`src/rtl/dpram_delay_pkg.sv`:
```
// Shared types and helpers for the dpram_delay_ctrl audio delay line.
// The echo-mix option is selected by the DPRAM_DELAY_ECHO_MIX_EN macro.
package dpram_delay_pkg;

    typedef enum logic [1:0] {
        IDLE  = 2'd0,
        ISSUE = 2'd1,
        WAIT  = 2'd2,
        OUT   = 2'd3
    } state_t;

    localparam int GAIN_W     = 8;
    localparam int GAIN_SHIFT = 8;

    // Clamp a signed value into the range of a w-bit two's complement number.
    function automatic logic signed [31:0] sat_signed(input logic signed [31:0] x,
                                                      input int              w);
        logic signed [31:0] hi;
        logic signed [31:0] lo;
        hi = (32'sd1 <<< (w - 1)) - 32'sd1;
        lo = -hi - 32'sd1;
        if (x > hi) begin
            return hi;
        end
        if (x < lo) begin
            return lo;
        end
        return x;
    endfunction

endpackage

```
`src/rtl/dpram_delay_mix.sv`:
```
// Echo mixer: sample + ((delayed * gain) >>> 8), saturated to DATA_W bits.
// Only present when DPRAM_DELAY_ECHO_MIX_EN is defined.
`ifdef DPRAM_DELAY_ECHO_MIX_EN
module dpram_delay_mix
    import dpram_delay_pkg::*;
#(
    parameter int DATA_W = 16
) (
    input  logic signed [DATA_W-1:0] sample,
    input  logic signed [DATA_W-1:0] delayed,
    input  logic        [GAIN_W-1:0] gain,
    output logic signed [DATA_W-1:0] mixed
);

    logic signed [DATA_W+GAIN_W:0] product;
    logic signed [DATA_W:0]        scaled;
    logic signed [DATA_W:0]        sum;
    logic signed [31:0]            sat_val;

    always_comb begin
        // Gain is unsigned, so widen it with a zero sign bit before the signed multiply.
        product = delayed * $signed({1'b0, gain});
        scaled  = product[DATA_W+GAIN_W:GAIN_SHIFT];
        sum     = {sample[DATA_W-1], sample} + scaled;
        sat_val = sat_signed(32'(sum), DATA_W);
        mixed   = sat_val[DATA_W-1:0];
    end

endmodule
`endif

```
`src/rtl/dpram_delay_ctrl.sv`:
```
// Circular-buffer delay line driving a 1-cycle-latency true dual-port RAM.
// Define DPRAM_DELAY_ECHO_MIX_EN to mix the delayed sample back onto the input.
module dpram_delay_ctrl
    import dpram_delay_pkg::*;
#(
    parameter int ADDR_W = 10,
    parameter int DATA_W = 16,
    parameter int RAM_DW = 18
) (
    input  logic              clk,
    input  logic              rst_n,
    input  logic              clr,
    input  logic [ADDR_W-1:0] delay,
    input  logic [GAIN_W-1:0] gain,
    input  logic              s_valid,
    output logic              s_ready,
    input  logic [DATA_W-1:0] s_data,
    output logic              m_valid,
    input  logic              m_ready,
    output logic [DATA_W-1:0] m_data,
    output logic [ADDR_W-1:0] ram_a_addr,
    output logic [RAM_DW-1:0] ram_a_wr_data,
    output logic              ram_a_wr_en,
    output logic [ADDR_W-1:0] ram_b_addr,
    input  logic [RAM_DW-1:0] ram_b_rd_data,
    output logic              ram_b_wr_en,
    output logic [RAM_DW-1:0] ram_b_wr_data
);

    state_t             state_reg, state_next;
    logic [DATA_W-1:0]  sample_reg;
    logic [ADDR_W-1:0]  d_reg;
    logic [ADDR_W-1:0]  wr_ptr_reg;
    logic [ADDR_W-1:0]  fill_cnt_reg;
    logic               s_ready_reg;
    logic               m_valid_reg;
    logic [DATA_W-1:0]  m_data_reg;
    logic [ADDR_W-1:0]  ram_a_addr_reg;
    logic [RAM_DW-1:0]  ram_a_wr_data_reg;
    logic               ram_a_wr_en_reg;
    logic [ADDR_W-1:0]  ram_b_addr_reg;

    logic               accept;
    logic [ADDR_W-1:0]  d_eff;
    logic [DATA_W-1:0]  delayed;
    logic [DATA_W-1:0]  result;

    assign accept = (state_reg == IDLE) && s_valid && s_ready_reg;
    assign d_eff  = (delay == '0) ? ADDR_W'(1) : delay;

    // RAM contents are uninitialised, so anything older than what we have written reads as silence.
    assign delayed = (fill_cnt_reg < d_reg) ? '0 : ram_b_rd_data[DATA_W-1:0];

`ifdef DPRAM_DELAY_ECHO_MIX_EN
    logic [DATA_W-1:0] mixed;

    dpram_delay_mix #(.DATA_W(DATA_W)) u_mix (
        .sample  (sample_reg),
        .delayed (delayed),
        .gain    (gain),
        .mixed   (mixed)
    );

    assign result = mixed;
`else
    assign result = delayed;
`endif

    always_comb begin
        state_next = state_reg;
        case (state_reg)
            IDLE:    if (accept) state_next = ISSUE;
            ISSUE:   state_next = WAIT;
            WAIT:    state_next = OUT;
            OUT:     if (m_ready) state_next = IDLE;
            default: state_next = IDLE;
        endcase
        if (clr) begin
            state_next = IDLE;
        end
    end

    always_ff @(posedge clk or negedge rst_n) begin
        if (!rst_n) begin
            state_reg         <= IDLE;
            sample_reg        <= '0;
            d_reg             <= '0;
            wr_ptr_reg        <= '0;
            fill_cnt_reg      <= '0;
            s_ready_reg       <= 1'b0;
            m_valid_reg       <= 1'b0;
            m_data_reg        <= '0;
            ram_a_addr_reg    <= '0;
            ram_a_wr_data_reg <= '0;
            ram_a_wr_en_reg   <= 1'b0;
            ram_b_addr_reg    <= '0;
        end else begin
            state_reg       <= state_next;
            s_ready_reg     <= (state_next == IDLE);
            ram_a_wr_en_reg <= 1'b0;
            if (clr) begin
                wr_ptr_reg   <= '0;
                fill_cnt_reg <= '0;
                m_valid_reg  <= 1'b0;
            end else begin
                case (state_reg)
                    IDLE: begin
                        if (accept) begin
                            sample_reg        <= s_data;
                            d_reg             <= d_eff;
                            ram_a_addr_reg    <= wr_ptr_reg;
                            ram_a_wr_data_reg <= RAM_DW'(s_data);
                            ram_a_wr_en_reg   <= 1'b1;
                            ram_b_addr_reg    <= wr_ptr_reg - d_eff;
                        end
                    end
                    WAIT: begin
                        wr_ptr_reg  <= wr_ptr_reg + ADDR_W'(1);
                        if (fill_cnt_reg != '1) begin
                            fill_cnt_reg <= fill_cnt_reg + ADDR_W'(1);
                        end
                        m_data_reg  <= result;
                        m_valid_reg <= 1'b1;
                    end
                    OUT: begin
                        if (m_ready) begin
                            m_valid_reg <= 1'b0;
                        end
                    end
                    default: ;
                endcase
            end
        end
    end

    assign s_ready       = s_ready_reg;
    assign m_valid       = m_valid_reg;
    assign m_data        = m_data_reg;
    assign ram_a_addr    = ram_a_addr_reg;
    assign ram_a_wr_data = ram_a_wr_data_reg;
    assign ram_a_wr_en   = ram_a_wr_en_reg;
    assign ram_b_addr    = ram_b_addr_reg;
    assign ram_b_wr_en   = 1'b0;
    assign ram_b_wr_data = '0;

    // Upper RAM bits, gain and the latched sample only matter in some builds.
    logic unused_ok;
    assign unused_ok = ^{ram_b_rd_data, gain, sample_reg, 32'(GAIN_SHIFT)};

endmodule
```
`config.mk`:
```
export PLATFORM = sky130hd
export DESIGN_NAME = dpram_delay_ctrl
export DESIGN_NICKNAME = d
export VERILOG_FILES = /design/src/rtl/dpram_delay_pkg.sv /design/src/rtl/dpram_delay_mix.sv /design/src/rtl/dpram_delay_ctrl.sv
export SDC_FILE = /design/constraint.sdc
export NUM_CORES = 1
export LEC_CHECK = 0
export BUFFER_PORTS_ARGS = -buffer_cell sky130_fd_sc_hd__buf_2
export CORE_UTILIZATION = 30
export CTS_CLUSTER_SIZE = 24
export DETAILED_ROUTE_END_ITERATION = 6
export PLACE_DENSITY_LB_ADDON = 0.15
export SLEW_MARGIN = 20
export SYNTH_ARGS = -nofsm -noshare
export SYNTH_HDL_FRONTEND = slang
export SYNTH_SLANG_ARGS = --single-unit
export TNS_END_PERCENT = 1
```
`constraint.sdc`:
```
create_clock -name clk -period 5.95 [get_ports clk]
set_input_delay 0.595 -clock clk [delete_from_list [all_inputs] [get_ports clk]]
set_output_delay 0.595 -clock clk [all_outputs]
set_load 0.02 [all_outputs]
```
==> results_dict.tcl, run 1 <==
set metrics [dict create \
    grt_max_degree 51 \
    tns_ps 0 \
    gp_congestion 0.7672 \
    cts_buffers 9 \
    worst_pin_slew_ps 769.1 \
    layout-drive-gt1-share 0.2190 \
    cts_setup_buffers 0 \
    grt_usage 0.1392 \
    final.min_clock_period_ps 2581 \
    status "complete, no violations" \
    ys.warnings.count 0 \
    cts_root_buffer "clkbuf_16" \
    syn_inst 481 \
    die_h_um 122.9 \
    multi_input_area_sq_um 1913 \
    die_area_sq_um 15110 \
    p_sw_frac 0.3271 \
    drtIter0Drc 162 \
    synth_edf_count 0 \
    worstHoldPathType "in2async" \
    skew_ps 5.928 \
    yosysSeqAreaShare 0.4962 \
    async_flop_share 1.000 \
    nNetsFinal 653 \
    worstPathCellList "buf_2 -> or4_4 -> clkinv_2 -> o2111a_1 -> mux2i_1 -> nand2_1" \
    dp.cells 744 \
    chipWidth_um 122.9 \
    cts_tree "yes" \
    netSwitchingPower_mw 0.5950 \
    cts_max_level 3 \
    post_cts_resized 0 \
    finalHoldViolations 0 \
    ctsHoldBuffers 0 \
    clkTransAtPathRegs_ps 60 \
    ctsLongestPathBuffers 2 \
    cp-start-kind "input port" \
    clock_latency_ps 350 \
    required_ps 6190 \
    clock.fmax_mhz 387.5 \
    critPathMaxStageDelay_ps 650 \
    seqPwrFrac 0.416 \
    r2r-start "state_reg[1]$_DFF_PN0_" \
    path_buf_inv 2 \
    vias_per_cell 4.507 \
    instances_no_fill 760 \
    period_share 0.4337 \
    ir_worst_vdd_mv 0.1680 \
    max_slew_margin 0.4862 \
    gr-total-overflow 0 \
    dr_total_vias 3425 \
    clockPowerShare 0.338 \
    drt_wl_total_um 10090 \
    synth.distinct_cells 47 \
    n_fill_cell 1509 \
    worstSetupEndpointType "register" \
    cts.sink_count 87 \
    setup_viol 0 \
    path_max_fanout 49 \
    io_pins 133 \
    ff_latch_area_sq_um 2177 \
    max_cap_viol_count 0 \
    drcViolationCount 0 \
    worst_ep_arrival_time_ps 2820 \
    start_util 0.3113 \
    worst-setup-path-type "in2reg" \
    synth_area_sq_um 4388 \
    rsz0062_at_grt "no" \
    syn_area_per_cell_sq_um 9.123 \
    core_area_sq_um 14100 \
    area_growth_pct 19.45 \
    dp_hpwl_um 7293 \
    synth-main-ff-cell "dfrtp_1" \
    slew_violations 0 \
    layout_common_cells "148 x nand2_1, 100 x buf_2, 87 x dfrtp_1" \
    worst_r2r_path_depth 5 \
    dr.pass1.iters 4 \
    timing.rr.end "ram_b_addr[9]$_DFFE_PN0P_" \
    cpLargestDelayFamily "buffers and inverters" \
    ant_nets 0 \
    power.density_nw_per_um2 347.0 \
    r2r_setup_slack_ps 3660 \
    ys_ff_latch 87 \
    rows 43 \
    power_frac_comb 0.246 \
    antenna_found_initial 0 \
    power.leakage_nw 2.717 \
    grt_first_pass_wirelength_um 15700 \
    layout_commonest_cell "nand2_1" \
    antenna_cells 0 \
    detail_route.wl_per_cell_um 13.27 \
    io_buffers 101 \
    slowest_stage "clkinv_2" \
    first_global_vias 3095 \
    internal_power_mw 1.224 \
]
## routing by layer
| layer | vias to the layer above | wire length (um) | global-route usage |
|---|---|---|---|
| met3 | 13 | 543 | 0.04336 |
| met2 | 96 | 4578 | 0.2149 |
| met4 | 0 | 140 | 0.04573 |
| met5 | - | 0 | 0 |
| li1 | 1735 | - | - |
| met1 | 1581 | 4824 | 0.1844 |
## metrics by stage
step	hold slack, ps	area (sq um)	power (mW)	setup slack, ps	util
after floorplan	299.4	4463	1.076	3451	-
after global placement	451.9	4916	1.216	3014	0.3487
after detailed placement	457.3	4916	1.226	2948	0.3487
after CTS	226.7	5239	1.849	3339	0.3716
after global routing	243.3	5241	1.937	3133	0.3718
final	210.8	5241	1.819	3369	0.3718
## worst max-delay path by stage
stage              from                        end  slack [ps]  cells past startpoint
5_1_grt             clr  ram_b_addr[9]$_DFFE_PN0P_        3130                      6
4_1_cts             clr  ram_b_addr[9]$_DFFE_PN0P_        3340                      6
3_5_place_dp        clr  ram_b_addr[9]$_DFFE_PN0P_        2950                      6
6_report            clr  ram_b_addr[9]$_DFFE_PN0P_        3370                      6
2_1_floorplan  delay[6]  ram_b_addr[6]$_DFFE_PN0P_        3450                     10
3_3_place_gp        clr  ram_b_addr[9]$_DFFE_PN0P_        3010                      6
## Yosys cell counts (all sizes together) (2+ instances only)
cell | number | area share
o21bai | 2 | 0.0034
nand3 | 4 | 0.0046
a211oi | 5 | 0.0086
a31oi | 3 | 0.0057
o21a | 4 | 0.0068
buf | 36 | 0.063
clkbuf | 3 | 0.0026
inv | 22 | 0.019
nor4 | 2 | 0.0029
mux2i | 3 | 0.0068
and3 | 2 | 0.0029
o21ai | 42 | 0.048
nand2 | 148 | 0.13
a21oi | 13 | 0.015
or3 | 2 | 0.0029
a21o | 2 | 0.0034
and4 | 3 | 0.0060
dfrtp | 87 | 0.50
nand4 | 6 | 0.010
nor2 | 26 | 0.023
o31ai | 3 | 0.0086
nand2b | 4 | 0.0057
xnor2 | 3 | 0.0060
ha | 20 | 0.057
xor2 | 14 | 0.028
nor2b | 3 | 0.0043
nor3 | 5 | 0.0057
## power groups by stage
stage,combinational [mW],sequential [mW],clock [mW]
final,0.448,0.757,0.614
after global placement,0.450,0.766,0
after floorplan,0.201,0.875,0
after CTS,0.457,0.759,0.633
after global routing,0.504,0.774,0.659
after detailed placement,0.455,0.770,0
## cells by family (layout without fill, tap and decap cells)
logic type / count (synthesis) / in the layout / synth area share
buf+inv: 62 / 141 / 0.08554
simple gates: 208 / 208 / 0.1996
other cells: 1 / 21 / 0.0008546
mux: 3 / 3 / 0.006844
compound gates: 82 / 82 / 0.1155
flops: 87 / 87 / 0.4962
fa+ha+maj: 21 / 21 / 0.06159
xor+xnor: 17 / 17 / 0.03393
## worst register-to-register path, stage by stage (launching register included)
cell	delay, ps
dfrtp_1	440
or4_4	800
clkinv_2	570
o2111a_1	280
mux2i_1	80
nand2_1	70
## final cells by class
| class | instances | share of cell area |
|---|---|---|
| Clock inverter | 6 | 0.01790 |
| Tap cell | 180 | 0.04297 |
| Timing Repair Buffer | 102 | 0.09835 |
| Clock buffer | 10 | 0.04369 |
| Sequential cell | 87 | 0.4154 |
| Multi-Input combinational cell | 352 | 0.3650 |
| Inverter | 23 | 0.01671 |
Note: power is estimated with default switching activity, not from simulation.
==> run 2: changes to the inputs <==
--- a/config.mk
+++ b/config.mk
@@ -5,6 +5,7 @@
 export SDC_FILE = /design/constraint.sdc
 export NUM_CORES = 1
 export LEC_CHECK = 0
+export ABC_AREA = 1
 export BUFFER_PORTS_ARGS = -buffer_cell sky130_fd_sc_hd__buf_2
 export CORE_UTILIZATION = 30
 export CTS_CLUSTER_SIZE = 24
==> constraint.sdc (replaced) <==
create_clock -name clk -period 2.4 [get_ports clk]
set_input_delay 0.24 -clock clk [delete_from_list [all_inputs] [get_ports clk]]
set_output_delay 0.24 -clock clk [all_outputs]
set_load 0.02 [all_outputs]
==> run 2 against run 1 <==
Compared with the run above:
- critical path depth grew 4
- clock-buffer cell count is the same
- hold slack got worse by 120 ps
- via count increased by 10%
- synthesized cell count is 15% higher
- power grew to 2.8 times the previous value
- sequential power grew to 2.7 times the previous value
- largest power group unchanged
==> results_dict.tcl, run 2 <==
set metrics [dict create \
    status "complete, no violations" \
    layout_commonest_cell "nand2_1" \
    seqPwrFrac 0.399 \
    netSwitchingPower_mw 1.856 \
    rsz0062_at_grt "no" \
    clock.fmax_mhz 551.1 \
    fin_ws_ps 585.4 \
    dr_total_vias 3780 \
    clock_latency_ps 340 \
    gp_congestion 0.8267 \
    tns_ps 0 \
    synth.distinct_cells 32 \
    vias_per_cell 4.447 \
    pre_cts_slack_ps 241.5 \
    path_max_fanout 7 \
    dr.pass1.iters 4 \
    synth_top_area_frac 0.4854 \
    dp_hpwl_um 7899 \
    rows 44 \
    clkTransAtPathRegs_ps 60 \
    finalPower_mw 5.132 \
    synth.area.top_cells "dfrtp_1 49%, nand2_1 16%, ha_1 5.6%" \
    chipWidth_um 124.3 \
    syn_area_per_cell_sq_um 8.082 \
    io_buffers 101 \
    use_met2 0.2402 \
    top_usage_layer "met2" \
    grt_usage 0.1506 \
    io_pins 133 \
    start_util 0.3086 \
    cts.sink_count 87 \
    cts_tree "yes" \
    nNetsFinal 739 \
    syn_inst 555 \
    area_growth_pct 22.40 \
    path_buf_inv 2 \
    first_global_vias 3763 \
    required_ps 2630 \
    grt_first_pass_wirelength_um 18710 \
    cts_buffers 9 \
    grt_util_met3 0.02921 \
    slew_violations 0 \
    worst_pin_slew_ps 532.4 \
    power.density_nw_per_um2 934.8 \
    worst-setup-path-type "reg2reg" \
    synth_top_cell_by_area "dfrtp_1" \
    worst_ep_arrival_time_ps 2050 \
    worstSetupEndpointType "register" \
    final.min_clock_period_ps 1815 \
    antenna_found_initial 0 \
    gr-total-overflow 0 \
    drt_wl_total_um 10910 \
    ys.warnings.count 0 \
    timing.hold.ws_ps 86.11 \
    skew_ps 3.101 \
    ir_worst_vdd_mv 0.3384 \
    synth-main-ff-cell "dfrtp_1" \
    final_util 0.3778 \
    cts_max_level 3 \
    async_flop_share 1.000 \
    period_share 0.7561 \
    internal_power_mw 3.276 \
    cts_root_buffer "clkbuf_16" \
    ctsHoldBuffers 1 \
    power.leakage_nw 3.010 \
    setup_viol 0 \
    synth_area_sq_um 4486 \
    critPathMaxStageDelay_ps 440 \
    grtUsageMet1 0.2004 \
    yosys-top-cells-count "196 x nand2_1, 87 x dfrtp_1, 53 x inv_1, 43 x o21ai_0, 41 x nand3_1" \
    finalHoldViolations 0 \
    max_cap_viol_count 0 \
    ctsLongestPathBuffers 2 \
    antenna_cells 0 \
    ys_ff_latch 87 \
    clockPowerShare 0.302 \
    yosysSeqAreaShare 0.4854 \
    die_area_sq_um 15440 \
    cp-start-kind "register" \
    ant_nets 0 \
    synth_edf_count 0 \
    core_area_sq_um 14530 \
    grt_max_degree 88 \
    die_h_um 124.3 \
    power_frac_comb 0.299 \
    p_sw_frac 0.3617 \
    synth_most_common_cell "nand2_1" \
    drcViolationCount 0 \
    cts_setup_buffers 0 \
    layout-drive-gt1-share 0.2057 \
    worstPathCellList "inv_1 -> ha_1 -> inv_1 -> fa_1 -> nand3_1 -> nand2_1 -> nand2_1 -> nand3_1 -> nand3_1 -> nand2_1" \
    detail_route.wl_per_cell_um 12.84 \
    worstHoldPathType "in2reg" \
    post_cts_resized 0 \
    layout_common_cells "196 x nand2_1, 100 x buf_2, 87 x dfrtp_1" \
    drtIter0Drc 224 \
    cpLargestDelayFamily "adder cells" \
    max_slew_margin 0.6451 \
    slowest_stage "dfrtp_1" \
]
-- run 2: changes by cell type after synthesis, sizes merged, moves of 3 or more --
cell	previous run	this run
inv	22	55
mux2i	3	0
o21ai	42	46
nor2b	3	0
nand2	148	199
buf	36	31
nand3	4	42
xor2	14	5
and4	3	0
a211oi	5	0
nand2b	4	0
-- run 2: path summary, 6_finish.rpt --
| check | start | endpoint | depth (start not counted) | slack (ps) |
|---|---|---|---|---|
| setup / recovery | wr_ptr_reg[0]$_DFFE_PN0P_ | ram_b_addr[8]$_DFFE_PN0P_ | 10 | 590 |
| hold / removal | s_data[9] | ram_a_wr_data[9]$_DFFE_PN0P_ | 3 | 90 |
| setup reg to reg | wr_ptr_reg[0]$_DFFE_PN0P_ | ram_b_addr[8]$_DFFE_PN0P_ | 10 | 590 |
| hold reg to reg | ram_a_wr_data[15]$_DFFE_PN0P_ | ram_a_wr_data[15]$_DFFE_PN0P_ | 2 | 480 |
| max in group asynchronous | rst_n | wr_ptr_reg[0]$_DFFE_PN0P_ | 3 | 1540 |
| min in group asynchronous | rst_n | ram_a_wr_data[8]$_DFFE_PN0P_ | 3 | 460 |
-- run 2: kinds of logic after synthesis --
logic type,share of synthesized area
adders and majority gates,0.06025
and+or+nand+nor,0.2580
buffers and inverters,0.09875
AOI/OAI and AO/OA,0.07922
DFF,0.4854
xor gates and xnor gates,0.01757
other,0.0008360
-- run 2: routing by layer --
layer,wire length (um),vias to the layer above
met2,4938,77
met5,0,-
met3,415,10
li1,-,1942
met4,196,0
met1,5363,1751
-- run 2: layout make-up --
type	instances	area (sq um)
clock inverter	6	93.84
timing repair buffer	111	598.1
inverter	55	206.4
fill	1545	9044
tap	184	230.2
sequential	87	2177
multi-input combinational	397	1946
clock buffer	10	239.0
-- run 2: worst reg2reg max path: cells and delay by family (launching register included) --
| kind | cells | cell delay (ps) |
|---|---|---|
| adder cells (fa/ha/maj) | 2 | 560 |
| AND/OR/NAND/NOR | 6 | 550 |
| flip-flops | 1 | 440 |
| buffers and inverters | 2 | 170 |
-- run 2: stage by stage --
| step | instance area (sq um) | instances |
|---|---|---|
| after CTS | 5490 | 850 |
| after global placement | 5147 | 833 |
| final | 5490 | 850 |
| after global routing | 5490 | 850 |
| after floorplan | 4561 | 575 |
| after detailed placement | 5147 | 833 |
-- run 2: power groups by stage --
stage                     clock (mW)  sequential [mW]  combinational (mW)
after floorplan                    0             2.37               0.715
after global placement             0             2.07                1.53
after detailed placement           0             2.07                1.56
after CTS                       1.59             2.05                1.57
after global routing            1.65             2.10                1.73
final                           1.55             2.05                1.53
